### src/rtl/cpu_pkg.sv
// Shared definitions for the CPU phase sequencer and its run controller:
// phase encodings, controller state type and the phase legality check.
package cpu_pkg;

    localparam logic [3:0] PH_IDLE = 4'b0000;
    localparam logic [3:0] PH_F    = 4'b0001;
    localparam logic [3:0] PH_D    = 4'b0010;
    localparam logic [3:0] PH_E    = 4'b0100;
    localparam logic [3:0] PH_W    = 4'b1000;

    typedef enum logic [1:0] {
        S_IDLE,
        S_START,
        S_RUN,
        S_HALT
    } state_t;

    // Idle or exactly one phase bit set; anything else means the sequencer is corrupt.
    function automatic logic is_legal_phase(input logic [3:0] ph);
        case (ph)
            PH_IDLE, PH_F, PH_D, PH_E, PH_W: return 1'b1;
            default:                         return 1'b0;
        endcase
    endfunction

endpackage

### src/rtl/sync_edge.sv
// Button synchronizer: SYNC_STAGES-flop chain followed by a rising-edge detector.
// A held button produces a single one-cycle rise pulse.
module sync_edge #(
    parameter int unsigned SYNC_STAGES = 2
) (
    input  logic clk,
    input  logic rst_n,
    input  logic din,
    output logic rise
);

    logic [SYNC_STAGES-1:0] chain;
    logic                   prev;

    // Shift the asynchronous level through the chain and remember the last synced value.
    always_ff @(posedge clk or negedge rst_n) begin
        if (!rst_n) begin
            chain <= '0;
            prev  <= 1'b0;
        end else begin
            chain <= {chain[SYNC_STAGES-2:0], din};
            prev  <= chain[SYNC_STAGES-1];
        end
    end

    assign rise = chain[SYNC_STAGES-1] & ~prev;

endmodule

### src/rtl/run_ctrl.sv
// Run controller for the 4-phase one-hot CPU sequencer. Converts RUN/STEP buttons
// and the execute-stage halt request into start/stop levels, counts retired
// instructions and latches a sticky error on an illegal phase vector.
module run_ctrl
    import cpu_pkg::*;
#(
    parameter int unsigned CW          = 16,
    parameter int unsigned SYNC_STAGES = 2
) (
    input  logic          CLK,
    input  logic          RSTN,
    input  logic [3:0]    phase,
    input  logic          run_req,
    input  logic          step_req,
    input  logic          halt_req,
    input  logic          clr_cnt,
    output logic          start,
    output logic          stop,
    output logic          busy,
    output logic          halted,
    output logic [CW-1:0] icount,
    output logic          err
);

    state_t state, state_n;
    logic   pend, pend_n;
    logic   step_mode, step_n;
    logic   hflag, hflag_n;
    logic   run_rise, step_rise;
    logic   phase_ok;

    sync_edge #(.SYNC_STAGES(SYNC_STAGES)) u_run_sync (
        .clk   (CLK),
        .rst_n (RSTN),
        .din   (run_req),
        .rise  (run_rise)
    );

    sync_edge #(.SYNC_STAGES(SYNC_STAGES)) u_step_sync (
        .clk   (CLK),
        .rst_n (RSTN),
        .din   (step_req),
        .rise  (step_rise)
    );

    assign phase_ok = is_legal_phase(phase);

    // Next-state and next-flag decision; outputs are registered from these below.
    always_comb begin
        state_n = state;
        pend_n  = pend;
        step_n  = step_mode;
        hflag_n = hflag;
        case (state)
            S_IDLE: begin
                if (run_rise) begin
                    state_n = S_START;
                    step_n  = 1'b0;
                end else if (step_rise) begin
                    state_n = S_START;
                    step_n  = 1'b1;
                end
            end
            S_START: begin
                if (phase == PH_F) begin
                    state_n = S_RUN;
                    pend_n  = step_mode;
                end
            end
            S_RUN: begin
                if (halt_req) begin
                    pend_n  = 1'b1;
                    hflag_n = 1'b1;
                end
                if (run_rise || step_mode) begin
                    pend_n = 1'b1;
                end
                if (phase == PH_W && pend) begin
                    // A halt arriving on the very retire cycle of a pending stop still halts.
                    state_n = (hflag || halt_req) ? S_HALT : S_IDLE;
                    pend_n  = 1'b0;
                    step_n  = 1'b0;
                    hflag_n = 1'b0;
                end
            end
            S_HALT: begin
                state_n = S_HALT;
            end
            default: begin
                state_n = S_IDLE;
            end
        endcase
        if (!phase_ok) begin
            state_n = S_HALT;
        end
    end

    // Controller state, flags and registered start/stop/busy/halted decodes plus sticky err.
    always_ff @(posedge CLK or negedge RSTN) begin
        if (!RSTN) begin
            state     <= S_IDLE;
            pend      <= 1'b0;
            step_mode <= 1'b0;
            hflag     <= 1'b0;
            start     <= 1'b0;
            stop      <= 1'b0;
            busy      <= 1'b0;
            halted    <= 1'b0;
            err       <= 1'b0;
        end else begin
            state     <= state_n;
            pend      <= pend_n;
            step_mode <= step_n;
            hflag     <= hflag_n;
            start     <= (state_n == S_START);
            stop      <= (state_n == S_HALT) || ((state_n == S_RUN) && pend_n);
            busy      <= (state_n == S_START) || (state_n == S_RUN);
            halted    <= (state_n == S_HALT);
            err       <= err | ~phase_ok;
        end
    end

    // Retired-instruction counter: one count per write-back cycle, clear has priority.
    always_ff @(posedge CLK or negedge RSTN) begin
        if (!RSTN) begin
            icount <= '0;
        end else if (clr_cnt) begin
            icount <= '0;
        end else if (phase == PH_W) begin
            icount <= icount + CW'(1);
        end
    end

endmodule
### config.mk
export PLATFORM = sky130hd
export DESIGN_NAME = run_ctrl
export DESIGN_NICKNAME = d
export VERILOG_FILES = /design/src/rtl/cpu_pkg.sv /design/src/rtl/sync_edge.sv /design/src/rtl/run_ctrl.sv
export SDC_FILE = /design/constraint.sdc
export NUM_CORES = 1
export LEC_CHECK = 0
export ABC_AREA = 1
export CORE_AREA = 2 2 60 62
export DETAILED_ROUTE_END_ITERATION = 12
export DIE_AREA = 0 0 62 64
export PLACE_DENSITY_LB_ADDON = 0.3
export SLEW_MARGIN = 20
export SYNTH_ARGS = -nofsm -noshare
export SYNTH_HDL_FRONTEND = slang
export SYNTH_HIERARCHICAL = 1
export SYNTH_SLANG_ARGS = --single-unit
### constraint.sdc
create_clock -name CLK -period 4.3 [get_ports CLK]
set_input_delay 0.86 -clock CLK [delete_from_list [all_inputs] [get_ports CLK]]
set_output_delay 0.86 -clock CLK [all_outputs]
set_load 0.01 [all_outputs]
# Word level (Yosys, flattened, before mapping)
# Index checks and enable logic that the tools add are counted.
dict set report totals {
  regBits 32
  out_inout_bits 21
  word_cells 68
}
dict set report op_classes {
  add_sub_neg 1
  eq_ne 12
  n_mux 21
  bitwise_logic 6
  n_reduce_logical 14
}
# operator n
set op_table {}
lappend op_table {{16-bit two-way mux} 2}
lappend op_table {{16-bit by 1-bit adder with 16-bit output, second input constant} 1}
lappend op_table {{2-bit two-way mux} 6}
lappend op_table {{1-bit two-way mux} 10}
lappend op_table {{2-bit == test, second input constant} 4}
lappend op_table {{2-bit case mux with 4 select lines} 1}
lappend op_table {{2-bit nonzero test} 3}
lappend op_table {{5-bit OR reduction} 1}
lappend op_table {{2-bit by 1-bit == test with 1-bit output, second input constant} 2}
lappend op_table {{4-bit by 1-bit == test with 1-bit output, second input constant} 1}
lappend op_table {{4-bit by 2-bit == test with 1-bit output, second input constant} 1}
lappend op_table {{4-bit by 3-bit == test with 1-bit output, second input constant} 1}
lappend op_table {{4-bit == test, second input constant} 1}
lappend op_table {{4-bit zero test} 1}
lappend op_table {{1-bit logical OR} 4}
lappend op_table {{1-bit case mux with 2 select lines} 2}
lappend op_table {{3-bit inequality test, second input constant} 1}
lappend op_table {{1-bit inverter} 3}
lappend op_table {{3-bit AND reduction} 1}
lappend op_table {{1-bit bitwise AND} 2}
lappend op_table {{1-bit logical AND} 2}
lappend op_table {{2-bit zero test} 1}
lappend op_table {{2-bit inequality test, second input constant} 1}
lappend op_table {{2-bit AND reduction} 1}
lappend op_table {{1-bit OR} 1}

# Depth between registers and ports, before layout
# Gate-level depths: netlist (run 1).
dict set report depth {
  ltp_word 9
  mapped_depth 11
  mapped_depth_nobuf 11
}

# Modules after synthesis
# Netlist (run 1), hierarchy kept.
# module instances cells_per_inst area_each_um2
set modules_own_cells {}
lappend modules_own_cells {run_ctrl 1 230 1639.1}
lappend modules_own_cells {sync_edge 2 5 85.1}

# Least setup slack after synthesis (run 1)
# Ideal clock, no wire load.
dict set report synth_path {
  kind {input to register}
  start {input port phase[0]}
  end {register busy}
  setup_ps 113
  arrival_ps 1779
  setup_slack_ps 2409
  path_stages 9
  path_cell_list {nor2_2 > o21bai_1 > nand2_1 > nand2_1 > o21ai_0 > inv_1 > nand2_1 > ha_1 > inv_1}
}
dict set report synth_between {
  elab_chain_cells 7
  elab_cells_between_ends 15
  cone_classes {eq/ne: 6; mux: 5; reduce/logical: 4}
}
# element line_no
set synth_lines {}
lappend synth_lines {{start: declaration} run_ctrl.sv:12} ;# input logic [3:0] phase,
lappend synth_lines {{4-bit == test} {cpu_pkg.sv:20, run_ctrl.sv:78}}
lappend synth_lines {{1-bit logical AND} run_ctrl.sv:78} ;# if (phase == PH_W && pend) begin
lappend synth_lines {{2-bit two-way mux} run_ctrl.sv:78}
lappend synth_lines {{2-bit case mux with 4 select lines} run_ctrl.sv:54} ;# case (state)
lappend synth_lines {{2-bit two-way mux *} run_ctrl.sv:93} ;# if (!phase_ok) begin
lappend synth_lines {{via state_n[1]} run_ctrl.sv:25} ;# state_t state, state_n;
lappend synth_lines {{2-bit by 1-bit == test with 1-bit output or 2-bit == test (tied branches)} run_ctrl.sv:117} ;# busy <= (state_n == S_START) || (state_n == S_RUN);
lappend synth_lines {{1-bit logical OR *} run_ctrl.sv:117}
lappend synth_lines {{end signal: assignment} run_ctrl.sv:117}
lappend synth_lines {{end: declaration} run_ctrl.sv:19} ;# output logic busy,
# Mark *: on every way through the listed nets, which the timed path passes. The rest lies on a longest branch.
# A chain may end at the register's enable or synchronous reset.

# Worst setup path after layout (run 1)
dict set report layout_path {
  start {register icount[14]}
  end {output port icount[14]}
}
# element line_no
set layout_lines {}
lappend layout_lines {{start: declaration} run_ctrl.sv:21} ;# output logic [CW-1:0] icount,
lappend layout_lines {{start signal: assignment} run_ctrl.sv:130} ;# icount <= icount + CW'(1);
# No word-level cell between the ends.

==> impl_results.md, run 1 <==
* Worst EP required at 3.44 ns
* Filler instances at 291
* Worst-path clk slew at 0.10 ns
* Final setup TNS at 0 ns
* Number of port buffers at 30
* Placed Area at 2147 um2
* Syn-to-layout area delta at 22.34%
* CP cell instances: clkdlybuf4s50_1
* Num CTS Buffers at 5
* Max Transition Viols Final at 0
* XOR/XNOR share of the synthesized area at 0
* GRT overflow at 0
* Vias in the first global route at 1,539
* Register Area at 800.8 um2
* Top Ports at 31
* # hold bufs at CTS at 0
* Largest net degree at the start of global routing at 33
* 1st-pass router iterations at 4
* Max stage delay on crit path at 0.57 ns
* DR WL/cell at 11.89 um
* Yosys warnings at 6
* CP max stage cell: clkdlybuf4s50_1
* Least-Margin Pin Slew at 0.5075 ns
* Worst R2R Setup Slack at 2.44 ns
* Max-slew headroom at 0.6613
* Antenna Cells at 0
* WP buf/inv at 1
* Sequential fraction of the synthesis area at 0.4426
* Area of the multi-input gates at 823.3 um2
* Clock latency on the worst-skew pair at 0.34 ns
* Post-DRT Antenna Nets at 0
* CP endpoint kind: output port
* Period minus WS final at 2.229 ns
* Post-synth EDFFs at 0
* Min-Delay Endpoint: u_run_sync/chain[1]
* # clock sinks at 32
* Num rows at 21
* Final instance area at 2213 um2
* Most used DFF post-synth: dfrtp_1
* Hold Path Depth at 0
* Resized cells post-CTS at 0
* Die width at 62 um
* Mux share of post-synthesis cell area at 0
* Startpoint Class: register
* Synth top cells by count: nand2_1, inv_1, dfrtp_1
* Critical Path Fanout Max at 5
* Unrepaired setup endpoints after global routing: no
* Post-CTS Setup Inserts at 0
* Clk root buf: clkbuf_4
* First-pass GRT wire length at 6596 um
* Starting Density at 0.5509
* Cell Area, Synth at 1809 um2
* Core Region at 3284 um2
* Leak Pwr at 1.072 nW
* Via density at 5.016
* CTS tree: done
* Status: finished clean
* Synth Area in Compound Gates at 0.08437
* Die Height at 64 um
* HPWL Detailed at 2807 um
* Synth area leader: dfrtp_1
* Min-delay worst type: register to register
* Max-cap violation count at 0
* Top-area cell type share of the netlist area at 0.4426
* Maximum vdd drop at 0.1805 mV
* Full die area at 3968 um2
* Capture instance of the worst register-to-register path: stop
* Power Dens Cells at 253.6 nW/um2
* Synth top area cells: dfrtp_1, nand2_1, inv_1
* Overall routed net length at 3828 um
* Nets@finish at 293
* Synth Area in Adders at 0.05533
* Period Utilization, post-route at 0.5184
* Hold Crit Start: u_run_sync/chain[0]
* Remaining DRCs at 0
* Final core occ at 0.6739
* Clk buf depth at 2
* Initial antenna violation count at 0
* Vias at 1,615
* Async SR Flop Fraction at 1.000
* FF-to-FF path depth at 10
* Largest family of logic cells by synthesized area: simple AND/OR/NAND/NOR gates
* R2R Path Start: state[0]
* Cells after synthesis at 240
* H-tree depth at 2
* Syn Nets at 258
* Gpl congestion at 0.8128
* Initial DRC Count at 114
* Final setup violation count at 0
* Simple-gate share of the synthesized area at 0.3154
* Arrival @ worst endpoint at 1.37 ns
* Number of synthesized register bits at 32
* Fmax at 0.4486 GHz
* Share of layout cells above drive strength 1 at 0.07246
* Crit path kind: register to output port
* Top-count cell post-synth: nand2_1
* Crit path depth at 1
* Clk_skew at 0.004987 ns
* Final Hold Viols at 0
* Delay-heaviest family, CP: buffers and inverters
* Avg Cell Area, Syn at 7.538 um2
* Yosys cell types at 29
* Tot GR Track Use at 0.2259
[worst max-delay path by stage]
stage / from / to / slack (ns)
3_3_place_gp: phase[0] / stop / 1.79
4_1_cts: icount[14] / icount[14] / 2.07
6_report: icount[14] / icount[14] / 2.07
2_1_floorplan: phase[0] / busy / 2.41
3_5_place_dp: phase[0] / stop / 1.76
5_1_grt: phase[0] / stop / 1.93
[cell type report]
cell class	instances	share of cell area
clock buffer	6	0.02318
clock inverter	2	0.006784
multi-input combinational	163	0.3720
inverter	42	0.07123
sequential	32	0.3618
timing repair buffer	31	0.1391
tap	46	0.02600
[cell families after synthesis]
logic type / after synthesis
buffers and inverters: 45
flip-flops: 32
AND/OR/NAND/NOR: 128
AO/OA/AOI/OAI: 27
adder cells (fa/ha/maj): 8
[layout by cell type, fill, tap and decap left out, types with 2 or more instances in the layout]
| master | count |
|---|---|
| dfrtp_1 | 32 |
| nand3_1 | 15 |
| nor3_1 | 2 |
| nand2_1 | 69 |
| a21oi_1 | 9 |
| o21ai_1 | 2 |
| nor2_1 | 22 |
| inv_1 | 42 |
| nor2_2 | 5 |
| o21bai_1 | 2 |
| clkbuf_4 | 5 |
| nor2_4 | 2 |
| clkinvlp_4 | 2 |
| a31oi_1 | 3 |
| o21ai_0 | 7 |
| nand4_1 | 6 |
| ha_1 | 8 |
| clkdlybuf4s50_1 | 30 |
[registers in the layout, summed over array words and instances (netlist names), 2 cells and up]
register           count
u_run_sync/chain       2
state                  2
icount                16
u_step_sync/chain      2
[per-stage QoR]
| stage | hold WS, ns | power, W | instances | worst slack, ns |
|---|---|---|---|---|
| after detailed placement | 0.3364 | 0.0003792 | 314 | 1.758 |
| after floorplan | 0.3312 | 0.0003516 | 240 | 2.409 |
| final | 0.3573 | 0.0005613 | 322 | 2.071 |
| after CTS | 0.3610 | 0.0005673 | 322 | 2.071 |
| after global routing | 0.3703 | 0.0005877 | 322 | 1.931 |
| after global placement | 0.3326 | 0.0003765 | 314 | 1.791 |
[routing by layer]
| layer | share of wire | global-route usage |
|---|---|---|
| met1 | 0.46 | 0.3029 |
| met2 | 0.47 | 0.3411 |
| met3 | 0.056 | 0.07085 |
| met4 | 0.011 | 0.07713 |
| met5 | 0 | 0 |
[power by group]
group          leakage, nW  internal [W]  switching (W)
sequential           0.401      0.000311     0.00000747
combinational        0.641     0.0000228      0.0000325
clock               0.0305     0.0000793       0.000109
total                 1.07      0.000413       0.000149
Note: power is estimated with default switching activity, not from simulation.
==> run 2, diff against run 1 <==
- CORE_AREA: 2 2 60 62 -> 2 2 62 64
- DIE_AREA: 0 0 62 64 -> 0 0 64 66
- clock period: 4.3 -> 2.1 ns (I/O delays scaled with it)
==> run 2 against run 1 <==
Compared with the run above:
- combinational power rose by 120%
- clock power rose by 150%
- count of clock-buffer cells in the layout fell by 1
- hold slack improved by 0.0026 ns
- highest routed layer unchanged
==> impl_results.md, run 2 (synthesized netlist as in run 1, its figures left out) <==
* Worst R2R Setup Slack at 0.21 ns
* Vias in the first global route at 1,589
* Starting Density at 0.5095
* Final Hold Viols at 0
* Largest net degree at the start of global routing at 33
* Leak Pwr at 1.107 nW
* Arrival @ worst endpoint at 2.13 ns
* Post-DRT Antenna Nets at 0
* Resized cells post-CTS at 0
* Full die area at 4224 um2
* Tot GR Track Use at 0.2036
* Worst-path clk slew at 0.10 ns
* Syn-to-layout area delta at 25.31%
* Crit path kind: register to register
* Final setup TNS at 0 ns
* Initial DRC Count at 109
* CTS tree: done
* Num rows at 22
* Clk root buf: clkbuf_4
* # hold bufs at CTS at 0
* Overall Power at 0.001240 W
* DR WL/cell at 11.30 um
* Critical Path Fanout Max at 5
* Remaining DRCs at 0
* Die Height at 66 um
* Num CTS Buffers at 5
* Filler instances at 306
* Antenna Cells at 0
* Final setup violation count at 0
* Post-CTS Setup Inserts at 0
* Worst EP required at 2.34 ns
* # clock sinks at 32
* Max Transition Viols Final at 0
* Most frequent cells in the layout: nand2_1, inv_1, dfrtp_1, clkdlybuf4s50_1, nor2_1
* Initial antenna violation count at 0
* Clk_skew at 0.003888 ns
* Unrepaired setup endpoints after global routing: no
* Overall routed net length at 3717 um
* Vias at 1,585
* Period minus WS final at 1.888 ns
* Via density at 4.818
* Power Dens Cells at 547.1 nW/um2
* Max-slew headroom at 0.7291
* Min-delay worst type: register to register
* 1st-pass router iterations at 4
* Fmax at 0.5296 GHz
* Status: finished clean
* Max-cap violation count at 0
* GRT overflow at 0
* Maximum vdd drop at 0.3436 mV
* Max reg flops at 16
* First-pass GRT wire length at 6686 um
* Clk buf depth at 2
* Period Utilization, post-route at 0.8991
* Clock latency on the worst-skew pair at 0.34 ns
* Share of layout cells above drive strength 1 at 0.08897
* H-tree depth at 2
* HPWL Detailed at 2676 um
* Number of port buffers at 30
* Top Ports at 31
* CP endpoint kind: register
* Register name with the most flops: icount
* Gpl congestion at 0.8306
* Worst Setup Slack post-DPL at 0.06331 ns
* Core Region at 3551 um2
* Die width at 64 um
* Startpoint Class: register
* Leading cell type in the layout, fill and taps excluded: nand2_1
* Least-Margin Pin Slew at 0.4063 ns
* Nets@finish at 298
* PnR worst setup slack at 0.2118 ns
==> run 2: changes by cell type in the layout (fill, tap and decap cells not counted) <==
cell | previous run | this run
clkinv_2 | 0 | 1
bufinv_16 | 0 | 1
buf_4 | 1 | 6
clkbuf_8 | 1 | 0
clkinvlp_4 | 2 | 1
==> run 2: layout make-up <==
| class | count | area, um2 | share of cell area |
|---|---|---|---|
| clock buffer | 5 | 37.54 | 0.01656 |
| clock inverter | 3 | 42.54 | 0.01876 |
| inverter | 42 | 157.7 | 0.06954 |
| multi-input combinational | 163 | 823.3 | 0.3631 |
| sequential | 32 | 800.8 | 0.3532 |
| tap | 48 | 60.06 | 0.02649 |
| timing repair buffer | 36 | 345.3 | 0.1523 |
==> run 2: metrics by stage <==
step,util,hold WS [ns],instances,instance area (um2)
after floorplan,-,0.1244,240,1809
after global placement,0.6159,0.3314,321,2187
after detailed placement,0.6159,0.3358,321,2187
after CTS,0.6385,0.3606,329,2267
after global routing,0.6385,0.3808,329,2267
final,0.6385,0.3599,329,2267
==> run 2: worst paths after layout <==
check,cells past startpoint,endpoint,startpoint
worst min-delay path,0,u_step_sync/chain[1],u_step_sync/chain[0]
worst max register to register,10,stop,state[0]
min in group asynchronous,2,u_run_sync/chain[0],RSTN
worst max-delay path,10,stop,state[0]
max in group asynchronous,2,icount[5],RSTN
worst min register to register,0,u_step_sync/chain[1],u_step_sync/chain[0]
==> run 2: worst max-delay path, stage by stage, from the launching register on <==
cell	delay (ns)
dfrtp_1	0.41
inv_1	0.11
ha_1	0.26
or2_2	0.29
a21oi_1	0.14
nand2_1	0.09
nand2_1	0.06
nand2_1	0.10
ha_1	0.23
inv_1	0.05
nand2_1	0.04
==> run 2: power by group <==
part	switching (W)	internal (W)	total [W]
Clock	0.000220	0.000248	0.000468
Sequential	0.0000168	0.000636	0.000653
Combinational	0.0000663	0.0000533	0.000120
==> run 2: per-layer routing <==
layer,GRT usage,part of all wire
met1,0.2547,0.49
met2,0.3268,0.45
met3,0.05451,0.045
met4,0.09783,0.018
met5,0,0
